**config.mk**
```make
export PLATFORM = sky130hd
export DESIGN_NAME = generic_bus_clint
export DESIGN_NICKNAME = d
export VERILOG_FILES = /design/src/rtl/generic_bus_clint.sv
export SDC_FILE = /design/constraint.sdc
export NUM_CORES = 1
export LEC_CHECK = 0
export BUFFER_PORTS_ARGS = -buffer_cell sky130_fd_sc_hd__buf_2
export CAP_MARGIN = 20
export CELL_PAD_IN_SITES_DETAIL_PLACEMENT = 1
export CELL_PAD_IN_SITES_GLOBAL_PLACEMENT = 2
export CORE_MARGIN = 2
export CORE_UTILIZATION = 35
export CTS_CLUSTER_SIZE = 30
export DETAILED_ROUTE_END_ITERATION = 8
export PLACE_DENSITY = 0.83
export SYNTH_ARGS = -nofsm -noshare
export SYNTH_HDL_FRONTEND = slang
export SYNTH_SLANG_ARGS = --single-unit
```
**constraint.sdc**
```tcl
create_clock -name CLK -period 5.64 [get_ports CLK]
set_input_delay 1.41 -clock CLK [delete_from_list [all_inputs] [get_ports CLK]]
set_output_delay 1.41 -clock CLK [all_outputs]
set_load 0.005 [all_outputs]
```
**src/rtl/generic_bus_clint.sv**
```systemverilog
// generic_bus_clint
//   Single-hart core-local interruptor on the generic bus. Provides a
//   free-running 64-bit mtime, a 64-bit mtimecmp and a 1-bit msip, all
//   memory-mapped with one wait state.
// Ports
//   CLK, nRST              clock, synchronous active-low reset
//   ren, wen               read / write request from the bus master
//   addr, wdata, byte_en   byte address, write data, byte lane enables
//   rdata, busy, error     read data, low-for-one-cycle completion, access fault
//   mtime                  current timer value
//   timer_int(_clear)      timer interrupt level and its falling-edge pulse
//   soft_int(_clear)       software interrupt level (msip) and its falling-edge pulse
module generic_bus_clint #(
  parameter logic [31:0] BASE_ADDR      = 32'h0200_0000,
  parameter int unsigned TIMER_PRESCALE = 1
) (
  input  logic        CLK,
  input  logic        nRST,
  input  logic        ren,
  input  logic        wen,
  input  logic [31:0] addr,
  input  logic [31:0] wdata,
  input  logic [3:0]  byte_en,
  output logic [31:0] rdata,
  output logic        busy,
  output logic        error,
  output logic [63:0] mtime,
  output logic        timer_int,
  output logic        timer_int_clear,
  output logic        soft_int,
  output logic        soft_int_clear
);

  localparam int unsigned   PW      = (TIMER_PRESCALE > 1) ? $clog2(TIMER_PRESCALE) : 1;
  localparam logic [PW-1:0] PS_LAST = PW'(TIMER_PRESCALE - 1);

  typedef enum logic {
    IDLE = 1'b0,
    RESP = 1'b1
  } state_t;

  typedef enum logic [2:0] {
    SEL_NONE,
    SEL_MSIP,
    SEL_CMP_LO,
    SEL_CMP_HI,
    SEL_TIME_LO,
    SEL_TIME_HI
  } sel_t;

  state_t        state;
  sel_t          req_sel;
  sel_t          sel_q;
  logic          req_err;
  logic [31:0]   req_rd;
  logic [31:0]   wdata_q;
  logic [3:0]    be_q;
  logic          wr_q;
  logic [PW-1:0] pcnt;
  logic          tick;
  logic [63:0]   mtimecmp;
  logic          msip;
  logic [31:0]   mask;
  logic          commit;
  logic [63:0]   mtime_next;
  logic [63:0]   cmp_next;
  logic          msip_next;
  logic          ge;

  function automatic logic [31:0] merge(input logic [31:0] old,
                                        input logic [31:0] nw,
                                        input logic [31:0] m);
    return (old & ~m) | (nw & m);
  endfunction

  assign busy     = (state != RESP);
  assign soft_int = msip;

  // Address decode and read mux for the request being presented in IDLE.
  always_comb begin
    req_sel = SEL_NONE;
    req_rd  = '0;
    case (addr[15:0])
      16'h0000: req_sel = SEL_MSIP;
      16'h4000: req_sel = SEL_CMP_LO;
      16'h4004: req_sel = SEL_CMP_HI;
      16'hBFF8: req_sel = SEL_TIME_LO;
      16'hBFFC: req_sel = SEL_TIME_HI;
      default:  req_sel = SEL_NONE;
    endcase
    req_err = (addr[31:16] != BASE_ADDR[31:16]) || (req_sel == SEL_NONE) ||
              (addr[1:0] != 2'b00) || (ren && wen);
    case (req_sel)
      SEL_MSIP:    req_rd = {31'b0, msip};
      SEL_CMP_LO:  req_rd = mtimecmp[31:0];
      SEL_CMP_HI:  req_rd = mtimecmp[63:32];
      SEL_TIME_LO: req_rd = mtime[31:0];
      SEL_TIME_HI: req_rd = mtime[63:32];
      default:     req_rd = '0;
    endcase
  end

  always_comb begin
    mask = '0;
    for (int unsigned i = 0; i < 4; i++) begin
      mask[8*i +: 8] = {8{be_q[i]}};
    end
  end

  // A write with no lanes enabled is treated as no commit at all, so it
  // cannot steal an mtime increment either.
  assign commit = (state == RESP) && (ren || wen) && wr_q && !error && (be_q != 4'b0000);

  // A committed mtime write replaces the written word and freezes the
  // other word for that cycle instead of incrementing.
  always_comb begin
    tick       = (pcnt == PS_LAST);
    mtime_next = tick ? mtime + 64'd1 : mtime;
    if (commit && sel_q == SEL_TIME_LO) begin
      mtime_next = {mtime[63:32], merge(mtime[31:0], wdata_q, mask)};
    end
    if (commit && sel_q == SEL_TIME_HI) begin
      mtime_next = {merge(mtime[63:32], wdata_q, mask), mtime[31:0]};
    end
    cmp_next = mtimecmp;
    if (commit && sel_q == SEL_CMP_LO) begin
      cmp_next[31:0] = merge(mtimecmp[31:0], wdata_q, mask);
    end
    if (commit && sel_q == SEL_CMP_HI) begin
      cmp_next[63:32] = merge(mtimecmp[63:32], wdata_q, mask);
    end
    msip_next = msip;
    if (commit && sel_q == SEL_MSIP && be_q[0]) begin
      msip_next = wdata_q[0];
    end
    ge = (mtime >= mtimecmp);
  end

  always_ff @(posedge CLK) begin
    if (!nRST) begin
      state           <= IDLE;
      sel_q           <= SEL_NONE;
      wdata_q         <= '0;
      be_q            <= '0;
      wr_q            <= 1'b0;
      rdata           <= '0;
      error           <= 1'b0;
      pcnt            <= '0;
      mtime           <= '0;
      mtimecmp        <= '1;
      msip            <= 1'b0;
      timer_int       <= 1'b0;
      timer_int_clear <= 1'b0;
      soft_int_clear  <= 1'b0;
    end else begin
      pcnt            <= tick ? '0 : pcnt + PW'(1);
      mtime           <= mtime_next;
      mtimecmp        <= cmp_next;
      msip            <= msip_next;
      timer_int       <= ge;
      // Pulses coincide with the first cycle the level reads low.
      timer_int_clear <= timer_int & ~ge;
      soft_int_clear  <= msip & ~msip_next;
      case (state)
        IDLE: begin
          if (ren || wen) begin
            state   <= RESP;
            sel_q   <= req_sel;
            wdata_q <= wdata;
            be_q    <= byte_en;
            wr_q    <= wen & ~ren;
            error   <= req_err;
            rdata   <= req_err ? '0 : req_rd;
          end
        end
        RESP: begin
          state <= IDLE;
          rdata <= '0;
          error <= 1'b0;
        end
        default: state <= IDLE;
      endcase
    end
  end

endmodule

```
==> results of run 1 <==
-- per-stage QoR --
step | instance area [sq um] | cells | power [mW]
6_report | 14000 | 2177 | 3.41
2_1_floorplan | 11800 | 1582 | 1.65
5_1_grt | 14000 | 2177 | 3.51
4_1_cts | 14000 | 2176 | 3.43
3_5_place_dp | 13200 | 2131 | 1.77
3_3_place_gp | 13200 | 2131 | 1.77
-- critical path, stage by stage --
cell      delay [ns]
buf_2           0.11
nor4_1          0.34
nand4_1         0.19
or2_2           0.66
ha_1            0.40
nand2b_1        0.15
buf_4           0.28
a21oi_2         0.19
buf_4           0.42
a221oi_1        0.15
o21ai_0         0.20
-- logic make-up (layout without fill, tap and decap cells) --
group	Yosys count	in the layout	share of synthesized area
other	1	1	0.000317
XOR/XNOR	5	5	0.00371
multiplexers	21	21	0.0187
AND/OR/NAND/NOR	734	734	0.297
buffers and inverters	180	327	0.0582
AO/OA/AOI/OAI	368	368	0.201
flip-flops	207	207	0.351
adder cells (fa/ha/maj)	66	66	0.0699
-- routing by layer --
| metal | vias up | track usage | routed length (um) |
|---|---|---|---|
| met4 | 0 | 0.0899 | 1700 |
| met1 | 6394 | 0.376 | 22600 |
| met5 | - | 0 | 0 |
| li1 | 5979 | - | - |
| met2 | 390 | 0.474 | 23600 |
| met3 | 94 | 0.0307 | 2640 |
-- cells in the mapped netlist, types with 11 or more instances --
| cell type | n |
|---|---|
| nand3_1 | 170 |
| nor2_1 | 61 |
| nand4_1 | 34 |
| a211oi_1 | 13 |
| a21oi_1 | 130 |
| a22oi_1 | 13 |
| o22ai_1 | 11 |
| nand2_1 | 317 |
| o21ai_0 | 74 |
| a221oi_1 | 35 |
| a31oi_1 | 11 |
| inv_1 | 77 |
| and3_1 | 26 |
| dfxtp_1 | 207 |
| ha_1 | 66 |
| mux2i_1 | 12 |
| nor3_1 | 37 |
| nor4_1 | 23 |
| clkbuf_1 | 86 |
-- how the worst min path moves through the flow --
| stage | slack (ns) | start | depth (start not counted) | to |
|---|---|---|---|---|
| 6_report | 0.46 | rdata[19] | 2 | rdata[19] |
| 5_1_grt | 0.48 | rdata[23] | 2 | rdata[23] |
| 4_1_cts | 0.46 | rdata[23] | 2 | rdata[23] |
| 3_5_place_dp | 0.45 | rdata[19] | 2 | rdata[19] |
| 3_3_place_gp | 0.45 | rdata[19] | 2 | rdata[19] |
| 2_1_floorplan | 0.45 | rdata[0] | 2 | rdata[0] |
-- power groups by stage --
stage	clock (mW)	combinational (mW)	sequential (mW)
global placement	0	0.200	1.57
CTS	1.69	0.205	1.53
finish	1.67	0.203	1.54
detailed placement	0	0.204	1.57
global route	1.75	0.223	1.54
floorplan	0	0.114	1.54
-- final cells by class --
class	instances	area, sq um	share of cell area
Tap cell	448	561	0.0401
Timing Repair Buffer	203	1110	0.0796
Sequential cell	207	4140	0.296
Clock buffer	42	792	0.0566
Clock inverter	3	43.8	0.00313
Multi-Input combinational cell	1195	7040	0.503
Inverter	79	297	0.0212
==> results_dict.tcl, run 1 <==
set metrics [dict create \
    synth_ff_type "dfxtp_1" \
    setup_tns_ns 0 \
    routedWlPerCell_um 23.2 \
    cp.required_ns 6.10 \
    timing.final.crit_share 0.721 \
    grt_pass1_vias 12937 \
    swShare 0.253 \
    cts_buffer_depth 3 \
    synth_area_sq_um 11800 \
    async_flop_share 0 \
    p_int_mw 2.55 \
    drtIter0Drc 902 \
    antennaDiodeCount 0 \
    critPathLaunch "addr[11]" \
    finalSetupViolCount 0 \
    rrSetupSlack_ns 2.35 \
    pwr-share-clk 0.490 \
    worst_setup_path_start_kind "primary input" \
    final_common_cell "nand2_1" \
    via_count 12857 \
    root_buffer "clkbuf_16" \
    drive_gt1_frac 0.160 \
    dieHeight_um 188 \
    cts-resized-gates 0 \
    hpwl_um 35700 \
    hold_viol_final 0 \
    grt_pass1_wl_um 78200 \
    postSynthCellCount 1582 \
    ant_nets 0 \
    cts_made_buffers 26 \
    num-nets-final 1850 \
    rr_startpoint "be_q[0]" \
    relSlewSlack 0.287 \
    synth.net_count 1720 \
    start_util 0.354 \
    fin_crit_ns 4.07 \
    synth_warnings 0 \
    ys_seq_area_frac 0.351 \
    seqPwrFrac 0.451 \
    routed_wl_um 50500 \
    ctsHoldBuffers 0 \
    grt_max_degree 78 \
    clock.fmax_ghz 0.246 \
    die_area_sq_um 35200 \
    clock_skew_ns 0.0102 \
    worst-slew-pin-transition_ns 1.06 \
    worst_hold_slack_ns 0.457 \
    routabilityCongestion 0.873 \
    vdd_ir_drop_max_v 0.000200 \
    tritoncts "done" \
    power.density_nw_per_um2 243 \
    cp-end-kind "flip-flop" \
    vias_per_cell 5.91 \
    gr-usage-all-layers 0.281 \
    syn_area_per_cell_sq_um 7.47 \
    clk_pin_slew_worst_paths_ns 0.06 \
    ys_ff_latch 207 \
    layout_common_cells "nand2_1, dfxtp_1, buf_2" \
    drt_pass1_iterations 5 \
    finalWorstSetupSlack_ns 1.57 \
    port_buffers 173 \
    cap_violations 0 \
    rows 67 \
    drv_slew 0 \
    gr-total-overflow 0 \
    p_leak_nw 6.74 \
    pwr-share-comb 0.060 \
    synth-edff-count 0 \
    drc 0 \
    crit_type "in -> reg" \
    top_level_ports 174 \
    die-width_um 188 \
    ys_top_cells_by_area "dfxtp_1, nand2_1, nand3_1" \
    cts.sinks 207 \
    clk_latency_ns 0.54 \
    worstPathArrival_ns 4.53 \
    preCtsSetupSlack_ns 1.03 \
    cp-endpoint "rdata[15]" \
    run_status "finished clean" \
    crit_fanout 37 \
    reg2reg_depth 6 \
    p_sw_uw 860 \
    post_cts_buffers 0 \
    num-fill-cells 4194 \
    coreArea_sq_um 33400 \
    rsz0062_at_grt "no" \
    final_util 0.419 \
    ys_types 78 \
    area_delta_synth_final_pct 18.4 \
    synth_top_cell_area_share 0.351 \
    yosysTopAreaCell "dfxtp_1" \
    min_path_type "reg -> reg" \
    antenna_found_initial 0 \
    htree_levels 1 \
]
Power figures use the tool's default switching activity.
==> run 2: changes to the inputs <==
--- a/config.mk
+++ b/config.mk
@@ -10,10 +10,10 @@
 export CELL_PAD_IN_SITES_DETAIL_PLACEMENT = 1
 export CELL_PAD_IN_SITES_GLOBAL_PLACEMENT = 2
 export CORE_MARGIN = 2
-export CORE_UTILIZATION = 35
+export CORE_UTILIZATION = 30
 export CTS_CLUSTER_SIZE = 30
 export DETAILED_ROUTE_END_ITERATION = 8
-export PLACE_DENSITY = 0.83
+export PLACE_DENSITY = 0.76
 export SYNTH_ARGS = -nofsm -noshare
 export SYNTH_HDL_FRONTEND = slang
 export SYNTH_SLANG_ARGS = --single-unit
==> constraint.sdc (replaced) <==
create_clock -name CLK -period 3.3 [get_ports CLK]
set_input_delay 0.825 -clock CLK [delete_from_list [all_inputs] [get_ports CLK]]
set_output_delay 0.825 -clock CLK [all_outputs]
set_load 0.005 [all_outputs]
==> results_dict.tcl, run 2 (same netlist as run 1, synthesis figures left out) <==
set metrics [dict create \
    multi_input_area_sq_um 7030 \
    fin_crit_ns 2.84 \
    setup_tns_ns 0 \
    reg2reg_depth 7 \
    htree_levels 1 \
    num-nets-final 1905 \
    root_buffer "clkbuf_16" \
    vias_per_cell 5.62 \
    rrSetupSlack_ns 0.46 \
    cap_violations 0 \
    num-fill-cells 4819 \
    rsz0062_at_grt "no" \
    grt_max_degree 61 \
    gr-usage-all-layers 0.252 \
    finalSetupViolCount 0 \
    cts_made_buffers 26 \
    dieHeight_um 202 \
    ant_nets 0 \
    die-width_um 202 \
    grt_busiest_layer "met2" \
    vdd_ir_drop_max_v 0.000286 \
    antenna_found_initial 1 \
    routabilityCongestion 0.876 \
    routedWlPerCell_um 22.9 \
    port_buffers 173 \
    regArea_sq_um 4140 \
    grt_pass1_vias 13149 \
    seqPwrFrac 0.445 \
    timing.final.crit_share 0.862 \
    worst_hold_slack_ns 0.454 \
    rows 72 \
    met1_usage 0.337 \
    coreArea_sq_um 38700 \
    die_area_sq_um 41000 \
    met2_usage 0.425 \
    min_path_type "reg -> reg" \
    gr-total-overflow 0 \
    drt_pass1_iterations 5 \
    grt_pass1_wl_um 80500 \
    ctsHoldBuffers 0 \
    cp.required_ns 3.72 \
    hold_path_end "rdata[19]" \
    clock_skew_ns 0.0168 \
    drv_slew 0 \
    crit_type "reg -> reg" \
    post_cts_buffers 0 \
    cp-end-kind "flip-flop" \
    routed_wl_um 52700 \
    drive_gt1_frac 0.188 \
    crit_fanout 8 \
    drtIter0Drc 754 \
    clk_latency_ns 0.55 \
    top_level_ports 174 \
    swShare 0.255 \
    start_util 0.305 \
    power.density_nw_per_um2 404 \
    p_sw_mw 1.50 \
    final_common_cell "nand2_1" \
    use_met3 0.0276 \
    worst-slew-pin-transition_ns 0.825 \
    cts-resized-gates 0 \
    hold_start "rdata[19]" \
    clk_pin_slew_worst_paths_ns 0.06 \
    area_delta_synth_final_pct 23.4 \
    clock.fmax_ghz 0.352 \
    pwr-share-comb 0.062 \
    relSlewSlack 0.445 \
    tritoncts "done" \
    run_status "finished clean" \
    cts.sinks 207 \
    worstPathArrival_ns 3.26 \
    p_leak_nw 7.06 \
    via_count 12927 \
    pwr-share-clk 0.493 \
    cts_buffer_depth 3 \
    worst_setup_path_start_kind "flip-flop" \
    layout_common_cells "nand2_1, dfxtp_1, buf_2" \
    hold_viol_final 0 \
    hpwl_um 38900 \
    p_int_mw 4.39 \
    drc 0 \
    hold_depth 2 \
]
run 2: cell types whose count changed in the layout (fill, tap and decap cells not counted):
| cell | delta |
|---|---|
| nor3_4 | -2 |
| buf_2 | -2 |
| diode_2 | +1 |
| nor3_2 | +2 |
| clkinv_4 | -1 |
| clkbuf_1 | -4 |
| clkinv_2 | +2 |
| clkbuf_8 | +2 |
| buf_4 | +51 |
| buf_12 | +6 |
run 2: how the worst max path moves through the flow:
| stage | endpoint | depth (start not counted) |
|---|---|---|
| 2_1_floorplan | rdata[0] | 12 |
| 3_3_place_gp | flip-flop | 7 |
| 3_5_place_dp | rdata[22] | 11 |
| 4_1_cts | flip-flop | 7 |
| 5_1_grt | flip-flop | 6 |
| 6_report | flip-flop | 7 |
run 2: worst max-delay path, stage by stage, from the launching register on:
cell and delay (ns):
dfxtp_1 0.57, nand4_4 0.25, or4_4 0.66, nor4_1 0.42, buf_4 0.21, mux2_2 0.33
a222oi_1 0.21, nor2_1 0.06
run 2: layer usage:
metal,vias to the layer above,wire [um]
li1,6098,-
met1,6395,23900
met2,340,24600
met3,94,2350
met4,0,1800
met5,-,0
run 2: final cells by class:
type | instances | share of cell area
multi-input combinational | 1195 | 0.482
sequential | 207 | 0.284
timing repair buffer | 258 | 0.110
clock buffer | 40 | 0.0552
tap | 518 | 0.0445
inverter | 79 | 0.0203
clock inverter | 4 | 0.00309
antenna | 1 | 0.000172
run 2: power groups by stage:
stage          clock network (mW)  logic (mW)  registers, mW
4_1_cts                      2.95       0.366           2.62
2_1_floorplan                   0       0.195           2.63
5_1_grt                      3.05       0.397           2.63
6_report                     2.90       0.364           2.62
3_5_place_dp                    0       0.365           2.68
3_3_place_gp                    0       0.358           2.68
run 2: stage by stage:
step / cells / setup WS, ns / utilization / area (sq um) / power [mW]
6_report: 2302 / 0.457 / 0.376 / 14600 / 5.89
5_1_grt: 2302 / 0.276 / 0.376 / 14600 / 6.08
4_1_cts: 2301 / 0.436 / 0.376 / 14600 / 5.94
3_5_place_dp: 2257 / 0.156 / 0.354 / 13700 / 3.04
3_3_place_gp: 2257 / 0.255 / 0.354 / 13700 / 3.04
2_1_floorplan: 1582 / 0.0384 / - / 11800 / 2.83
==> run 3: changes to the inputs <==
--- a/config.mk
+++ b/config.mk
@@ -9,11 +9,13 @@
 export CAP_MARGIN = 20
 export CELL_PAD_IN_SITES_DETAIL_PLACEMENT = 1
 export CELL_PAD_IN_SITES_GLOBAL_PLACEMENT = 2
+export CORE_ASPECT_RATIO = 0.75
 export CORE_MARGIN = 2
-export CORE_UTILIZATION = 30
+export CORE_UTILIZATION = 31
+export CTS_BUF_LIST = sky130_fd_sc_hd__clkbuf_4
 export CTS_CLUSTER_SIZE = 30
 export DETAILED_ROUTE_END_ITERATION = 8
-export PLACE_DENSITY = 0.76
+export PLACE_DENSITY = 0.78
 export SYNTH_ARGS = -nofsm -noshare
 export SYNTH_HDL_FRONTEND = slang
 export SYNTH_SLANG_ARGS = --single-unit
==> results_dict.tcl, run 3 (same netlist as run 1, synthesis figures left out) <==
set metrics [dict create \
    run_status "finished clean" \
    top_level_ports 174 \
    p_leak_nw 7.11 \
    slowest_stage "nor3_1" \
    drive_gt1_frac 0.213 \
    cp-end-kind "flip-flop" \
    cts_made_buffers 58 \
    cp.required_ns 4.00 \
    routabilityCongestion 0.877 \
    grt_max_degree 66 \
    via_count 13428 \
    htree_levels 2 \
    worst_hold_slack_ns 0.279 \
    slowest_delay_ns 0.65 \
    grt_pass1_wl_um 82400 \
    grt_pass1_vias 13723 \
    drc 0 \
    vias_per_cell 5.70 \
    relSlewSlack 0.411 \
    clk_latency_ns 0.78 \
    worstPathArrival_ns 3.59 \
    num-fill-cells 4695 \
    critical_path.cell_chain "ha_1, nand3_1, nor3_1, nand4_1, nor3_1, and3_1, o31a_1" \
    area_delta_synth_final_pct 22.6 \
    routed_wl_um 53700 \
    port_buffers 173 \
    clk_pin_slew_worst_paths_ns 0.08 \
    worst-slew-pin-transition_ns 0.876 \
    cts.sinks 207 \
    die_area_sq_um 39700 \
    drtIter0Drc 980 \
    gr-total-overflow 0 \
    final_common_cell "nand2_1" \
    crit_type "reg -> reg" \
    tritoncts "done" \
    ant_nets 0 \
    hold_viol_final 0 \
    min_path_type "in -> reg" \
    ctsHoldBuffers 0 \
    cts-resized-gates 0 \
    root_buffer "clkbuf_4" \
    clock.fmax_ghz 0.346 \
    coreArea_sq_um 37300 \
    drv_slew 0 \
    rrSetupSlack_ns 0.41 \
    worst_setup_path_start_kind "flip-flop" \
    fin_crit_ns 2.89 \
    timing.final.crit_share 0.875 \
    cap_violations 0 \
    routedWlPerCell_um 22.8 \
    power.density_nw_per_um2 378 \
    rsz0062_at_grt "no" \
    layout_common_cells "nand2_1, dfxtp_1, buf_2" \
    crit_fanout 8 \
    num-nets-final 1942 \
    antenna_found_initial 2 \
    gr-usage-all-layers 0.266 \
    vdd_ir_drop_max_v 0.000233 \
    setup_tns_ns 0 \
    die-width_um 229 \
    clock_skew_ns 0.0575 \
    finalSetupViolCount 0 \
    hpwl_um 39300 \
    post_cts_buffers 0 \
    dieHeight_um 173 \
    cts_buffer_depth 3 \
    path_common_cell "nor3_1" \
    start_util 0.317 \
    rows 61 \
    drt_pass1_iterations 5 \
]
[run 3: cell type report]
cell class              instances  area, sq um  area share
multi-input cells            1195         7030       0.485
flip-flops and latches        207         4140       0.286
repair buffers                263         1650       0.114
clock buffers                  90          676      0.0466
well taps                     504          631      0.0435
inverters                      79          297      0.0205
clock inverters                14         53.8     0.00371
diodes                          2         5.00    0.000345
[run 3: per-layer routing]
| metal | GRT usage | vias to the layer above | wire, um | part of all wire |
|---|---|---|---|---|
| met5 | 0.00361 | - | 0 | 0 |
| met4 | 0.0833 | 0 | 1310 | 0.024 |
| met3 | 0.0523 | 94 | 3820 | 0.071 |
| met2 | 0.402 | 478 | 23000 | 0.43 |
| met1 | 0.379 | 6654 | 25600 | 0.48 |
| li1 | - | 6202 | - | - |
[run 3: path summary, 6_finish.rpt]
path / startpoint / end / depth (start not counted)
hold / removal: wdata[12] / wdata_q[12] / 3
hold reg to reg: rdata[5] / rdata[5] / 2
setup reg to reg: flip-flop / flip-flop / 7
setup / recovery: flip-flop / flip-flop / 7
[run 3: through the flow]
| stage | instance area, sq um | std cells | power, mW | utilization | worst slack (ns) |
|---|---|---|---|---|---|
| 2_1_floorplan | 11800 | 1582 | 2.83 | - | 0.0384 |
| 3_5_place_dp | 13800 | 2248 | 3.04 | 0.369 | 0.125 |
| 4_1_cts | 14500 | 2352 | 5.52 | 0.388 | 0.474 |
| 6_report | 14500 | 2354 | 5.47 | 0.388 | 0.413 |
| 3_3_place_gp | 13800 | 2248 | 3.03 | 0.369 | 0.244 |
| 5_1_grt | 14500 | 2354 | 5.69 | 0.388 | 0.187 |
[run 3: power by group]
part / total [mW] / switching, mW / internal, mW
Combinational: 0.363 / 0.241 / 0.122
Clock: 2.49 / 1.26 / 1.23
Sequential: 2.62 / 0.0842 / 2.54
Total: 5.47 / 1.58 / 3.89
[run 3: worst max-delay path: cells and delay by family, from the launching register on]
family | cells | cell delay, ns
flip-flops | 1 | 0.57
adder cells (fa/ha/maj) | 1 | 0.30
AND/OR/NAND/NOR | 5 | 1.84
AO/OA/AOI/OAI | 1 | 0.14
